<file path="src/rtl/point_fifo_drain_sched.sv">
// point_fifo_drain_sched: round-robin read scheduler for per-lane NTT->DMA point FIFOs
module point_fifo_drain_sched #(
   parameter int NLANE             = 16,
   parameter int COARSE_W          = 4,
   parameter int FIFO_COARSE_DEPTH = 8,
   parameter int SYNC_STAGES       = 2
) (
   input  logic                        clk_i,
   input  logic                        rst_ni,
   input  logic                        enable_i,
   input  logic [NLANE*COARSE_W-1:0]   wcoarse_i,
   output logic [NLANE*COARSE_W-1:0]   rcoarse_o,
   output logic                        req_valid_o,
   input  logic                        req_ready_i,
   output logic [$clog2(NLANE)-1:0]    req_lane_o,
   output logic [COARSE_W-2:0]         req_block_o,
   input  logic                        done_i,
   output logic                        busy_o,
   output logic                        err_overflow_o,
   output logic                        err_protocol_o
);
   localparam int LW = $clog2(NLANE);
   localparam logic [COARSE_W:0] DEPTH = (COARSE_W+1)'(FIFO_COARSE_DEPTH);

   typedef enum logic [1:0] {IDLE, REQ, WAIT} state_e;

   state_e                                       state_q, state_d;
   logic [SYNC_STAGES-1:0][NLANE-1:0][COARSE_W-1:0] sync_q;
   logic [NLANE-1:0][COARSE_W-1:0]                wbin_q, wbin_d, rptr_q, rptr_d, rcoarse_q, rcoarse_d, fill;
   logic [NLANE-1:0]                              avail;
   logic [LW-1:0]                                 rr_q, rr_d, lane_q, lane_d, sel;
   logic [COARSE_W-2:0]                           blk_q, blk_d;
   logic                                          ovf_q, ovf_d, prot_q, prot_d, found, ovf;

   function automatic logic [COARSE_W-1:0] g2b(input logic [COARSE_W-1:0] g);
      logic [COARSE_W-1:0] b;
      b[COARSE_W-1] = g[COARSE_W-1];
      for (int i = COARSE_W-2; i >= 0; i--) b[i] = b[i+1] ^ g[i];
      return b;
   endfunction

   function automatic logic [COARSE_W-1:0] b2g(input logic [COARSE_W-1:0] b);
      return b ^ (b >> 1);
   endfunction

   always_comb begin
      wbin_d = '0;
      fill   = '0;
      avail  = '0;
      ovf    = 1'b0;
      for (int l = 0; l < NLANE; l++) begin
         wbin_d[l] = g2b(sync_q[SYNC_STAGES-1][l]);
         fill[l]   = wbin_q[l] - rptr_q[l];
         avail[l]  = fill[l] != '0;
         ovf       = ovf | ({1'b0, fill[l]} > DEPTH);
      end
   end

   // first available lane at or above rr, wrapping
   always_comb begin
      found = 1'b0;
      sel   = '0;
      for (int i = 0; i < NLANE; i++)
         if (!found && avail[rr_q + LW'(i)]) begin
            found = 1'b1;
            sel   = rr_q + LW'(i);
         end
   end

   always_comb begin
      state_d   = state_q;
      lane_d    = lane_q;
      blk_d     = blk_q;
      rr_d      = rr_q;
      rptr_d    = rptr_q;
      rcoarse_d = rcoarse_q;
      ovf_d     = ovf_q | ovf;
      prot_d    = prot_q | (done_i && state_q != WAIT);
      case (state_q)
         IDLE: if (enable_i && found) begin
            lane_d  = sel;
            blk_d   = rptr_q[sel][COARSE_W-2:0];
            state_d = REQ;
         end
         REQ:  if (req_ready_i) state_d = WAIT;
         WAIT: if (done_i) begin
            rptr_d[lane_q]    = rptr_q[lane_q] + COARSE_W'(1);
            rcoarse_d[lane_q] = b2g(rptr_d[lane_q]);
            rr_d              = lane_q + LW'(1);
            state_d           = IDLE;
         end
         default: state_d = IDLE;
      endcase
   end

   always_ff @(posedge clk_i or negedge rst_ni) begin
      if (!rst_ni) begin
         state_q   <= IDLE;
         sync_q    <= '0;
         wbin_q    <= '0;
         rptr_q    <= '0;
         rcoarse_q <= '0;
         rr_q      <= '0;
         lane_q    <= '0;
         blk_q     <= '0;
         ovf_q     <= 1'b0;
         prot_q    <= 1'b0;
      end else begin
         state_q   <= state_d;
         sync_q    <= {sync_q[SYNC_STAGES-2:0], wcoarse_i};
         wbin_q    <= wbin_d;
         rptr_q    <= rptr_d;
         rcoarse_q <= rcoarse_d;
         rr_q      <= rr_d;
         lane_q    <= lane_d;
         blk_q     <= blk_d;
         ovf_q     <= ovf_d;
         prot_q    <= prot_d;
      end
   end

   assign rcoarse_o      = rcoarse_q;
   assign req_valid_o    = state_q == REQ;
   assign req_lane_o     = lane_q;
   assign req_block_o    = blk_q;
   assign busy_o         = state_q != IDLE;
   assign err_overflow_o = ovf_q;
   assign err_protocol_o = prot_q;
endmodule

</file>
<file path="config.mk">
export PLATFORM = sky130hd
export DESIGN_NAME = point_fifo_drain_sched
export DESIGN_NICKNAME = d
export VERILOG_FILES = /design/src/rtl/point_fifo_drain_sched.sv
export SDC_FILE = /design/constraint.sdc
export NUM_CORES = 1
export LEC_CHECK = 0
export ABC_CLOCK_PERIOD_IN_PS = 12000
export BUFFER_PORTS_ARGS = -buffer_cell sky130_fd_sc_hd__buf_2
export CAP_MARGIN = 15
export CORE_AREA = 5 5 204 206
export DETAILED_ROUTE_END_ITERATION = 16
export DIE_AREA = 0 0 209 211
export HOLD_SLACK_MARGIN = 0.1
export PLACE_DENSITY = 0.73
export SETUP_SLACK_MARGIN = 0.15
export SYNTH_ARGS = -nofsm -noshare
export SYNTH_HDL_FRONTEND = slang
export SYNTH_SLANG_ARGS = --single-unit
</file>
<file path="constraint.sdc">
create_clock -name clk_i -period 12 [get_ports clk_i]
set_clock_uncertainty 0.1 [all_clocks]
set_input_delay 1.2 -clock clk_i [delete_from_list [all_inputs] [get_ports clk_i]]
set_output_delay 1.2 -clock clk_i [all_outputs]
set_load 0.03 [all_outputs]
</file>
==> qor.txt <==
crit-path max FO: 35
syn_nets: 1,805
initial antenna violation count: 0
Synthesis Warnings: 0
first-pass GRT wire length: 79.5 mm
largest net degree at the start of global routing: 89
Netlist cell types: 86
asr flop ratio synth: 100%
vias: 13,600
outcome: finished, final reports clean
CTS buffer count: 36
Die X-Extent: 209 µm
stages on the worst setup path: 18
Max Buffers Root-to-Sink: 3
Post-synth EDFFs: 0
core area: 0.0395 mm²
worst reg2reg path depth: 18
leak pwr: 8.78 nW
most common cell after layout, fill and taps aside: dfrtp_1
register area share after synthesis: 47.6%
Tcrit/Tclk final: 58.5%
FF-to-FF Start: rr_q[1]$_DFFE_PN0P_
power per cell area: 300 mW/mm²
ys flop type: dfrtp_1
clock slew seen by the registers of the worst setup and hold paths: 70 ps
hold buffer count at cts: 0
final max-slew violation count: 0
GRT met3 Usage: 3.74%
Arr. time, crit path: 7270 ps
synthesized area: 0.0176 mm²
wire length per cell: 22.0 µm
CTS resizes: 0
CTS tree: built
Yosys top cell by area: dfrtp_1
Post-route DRC: 0
Max H-tree Level: 2
Tightest Pin Transition: 1020 ps
initial core utilization: 44.6%
Final Hold Violating Endpoints: 0
Critical path origin: rr_q[1]$_DFFE_PN0P_
n_diodes: 0
routed wire length: 51.6 mm
vias in the first global route: 13,400
R2R Setup Slk: 4980 ps
RD Place Congestion: 0.964
Die Ht: 211 µm
I/O Buffers: 143
largest stage delay on the critical path: 960 ps
Worst-Skew Late Latency: 530 ps
Synth area leaders: dfrtp_1 (48%), mux4_2 (5.5%), ha_1 (4.3%), o21ai_0 (4.2%), nand2_1 (4.2%)
Design Area, Final: 0.0200 mm²
worst setup margin: 4980 ps
hold path depth: 0
Fin Setup TNS: 0 ps
Relative slew margins: 31.7%
First-pass DRT Iterations: 6
nets: 1,919
Worst Path Required: 12,250 ps
critical path's slowest cell: ha_1
Reg-to-Reg End: req_block_o[0]$_DFFE_PN0P_
flops & latches, synth: 335
worst hold path type: register to register
most frequent cells in the layout: dfrtp_1 (334), nand2_1 (197), o21ai_0 (149)
Clock Sinks: 335
CP cell instances: buf_4 > inv_1 > ha_1 > inv_1 > a211oi_1 > or2_2 > o21a_1 > a221o_1 > and4_1 > and4_1 > nand3_2 > nor3b_1 > a2bb2oi_4 > mux2i_1 > mux2i_1 > mux2_2 > a211oi_1 > a21oi_1
met2 Resource Use GR: 37.9%
post-synth top area share: 47.6%
drt first-iter violations: 1,122
Site Rows: 73
DP Area: 0.0188 mm²
area delta synth->final: 13.6%
worst-case vdd ir drop: 0.214 mV
Post-CTS Repair Setup Buffers: 0
All-Layer GR Usage: 23.0%
WS Path Type: register to register
CP bufs+invs: 3
Fmax achieved: 142 MHz
grt ovf: 0
Critical Path Source Type: register
I/O pins: 144
Total Die Area: 0.0441 mm²
Most Crowded Layer GR: met2
layout cells sized above 1: 18.4%
minimum clock period: 7020 ps
cells after synthesis: 1,676
met1 GRT Util: 30.3%
Critical Path Sink: req_block_o[0]$_DFFE_PN0P_
Max-cap violations: 0
syn_area_per_cell: 10.5 µm²
crit end category: register
pre-CTS setup slack: 5110 ps
Routed Antenna Nets: 0
delay-heaviest family, CP: compound AO/OA/AOI/OAI gates
root buffer cell: clkbuf_16
unrepaired setup endpoints after global routing: no
final setup fails: 0
DP HPWL: 38.7 mm
vias per cell: 5.82
Hold Slack: 241 ps
-- worst min-delay path by stage --
stage / startpoint / slack, ps / endpoint
2_1_floorplan: sync_q[36]$_DFF_PN0_ / 230 / sync_q[100]$_DFF_PN0_
3_3_place_gp: sync_q[61]$_DFF_PN0_ / 230 / sync_q[125]$_DFF_PN0_
3_5_place_dp: sync_q[46]$_DFF_PN0_ / 230 / sync_q[110]$_DFF_PN0_
4_1_cts: sync_q[4]$_DFF_PN0_ / 250 / sync_q[68]$_DFF_PN0_
5_1_grt: sync_q[38]$_DFF_PN0_ / 250 / sync_q[102]$_DFF_PN0_
6_report: sync_q[38]$_DFF_PN0_ / 240 / sync_q[102]$_DFF_PN0_
-- worst reg2reg max path: stages (launching register included) --
cell and delay [ps]:
dfrtp_1 320, buf_4 350, inv_1 390, ha_1 970, inv_1 470, a211oi_1 430
or2_2 180, o21a_1 170, a221o_1 330, and4_1 410, and4_1 400, nand3_2 120
nor3b_1 360, a2bb2oi_4 800, mux2i_1 280, mux2i_1 100, mux2_2 290, a211oi_1 260
a21oi_1 120
-- registers in the layout, indices dropped and copies added (netlist names) --
register,flops
err_overflow_o,1
err_protocol_o,1
rcoarse_o,64
req_block_o,3
req_lane_o,4
rptr_q,64
rr_q,4
state_q,2
sync_q,128
wbin_q,64
-- Yosys cell counts (5+ instances only) --
cell type / n
a2111oi_0: 8
a211oi_1: 32
a21o_1: 11
a21oi_1: 77
a221oi_1: 5
a22oi_1: 7
a311oi_1: 6
a31oi_1: 12
and2_1: 16
and3_1: 8
buf_1: 9
clkbuf_1: 71
dfrtp_1: 335
ha_1: 60
inv_1: 66
mux2_2: 45
mux2i_1: 48
mux4_2: 43
nand2_1: 197
nand2b_1: 12
nand3_1: 34
nand4_1: 8
nor2_1: 99
nor2b_1: 25
nor3_1: 20
nor4_1: 6
nor4bb_1: 6
o2111ai_1: 5
o211ai_1: 17
o21a_1: 11
o21ai_0: 149
o22ai_1: 8
or2_2: 6
or3_1: 8
or4_1: 8
or4b_1: 5
xnor2_1: 34
xnor3_1: 6
xor2_1: 58
-- per-stage QoR --
| step | util, % | total power [mW] | instances |
|---|---|---|---|
| 6_report | 50.7 | 6.01 | 2342 |
| 5_1_grt | 50.7 | 6.34 | 2342 |
| 4_1_cts | 50.7 | 5.98 | 2342 |
| 3_5_place_dp | 47.7 | 4.85 | 2277 |
| 3_3_place_gp | 47.7 | 4.79 | 2277 |
| 2_1_floorplan | - | 3.81 | 1676 |
-- per-layer routing --
layer	wire, µm	vias up
met5	0	-
met4	2610	0
met3	3550	139
met2	24600	580
met1	20800	6663
li1	-	6248
-- logic make-up after synthesis --
| kind of cell | share of synthesized area [%] |
|---|---|
| mux | 11.1 |
| flops | 47.6 |
| compound gates | 14.6 |
| simple gates | 13.5 |
| buf+inv | 3.44 |
| xor+xnor | 5.53 |
| fa+ha+maj | 4.26 |
-- where the power goes --
part | switching (mW) | total, mW | leakage [nW] | internal, mW
logic | 2.14 | 3.29 | 4.09 | 1.15
registers | 0.253 | 1.60 | 4.10 | 1.35
clock network | 0.450 | 1.12 | 0.589 | 0.667
total | 2.85 | 6.01 | 8.78 | 3.16
-- layout make-up --
cell class / instances / area (µm²)
Tap cell: 525 / 657
Inverter: 69 / 259
Sequential cell: 335 / 8380
Multi-Input combinational cell: 1186 / 8630
Timing Repair Buffer: 162 / 868
Fill cell: 3582 / 19400
Clock inverter: 17 / 189
Clock buffer: 48 / 1020
Note: power is estimated with default switching activity, not from simulation.
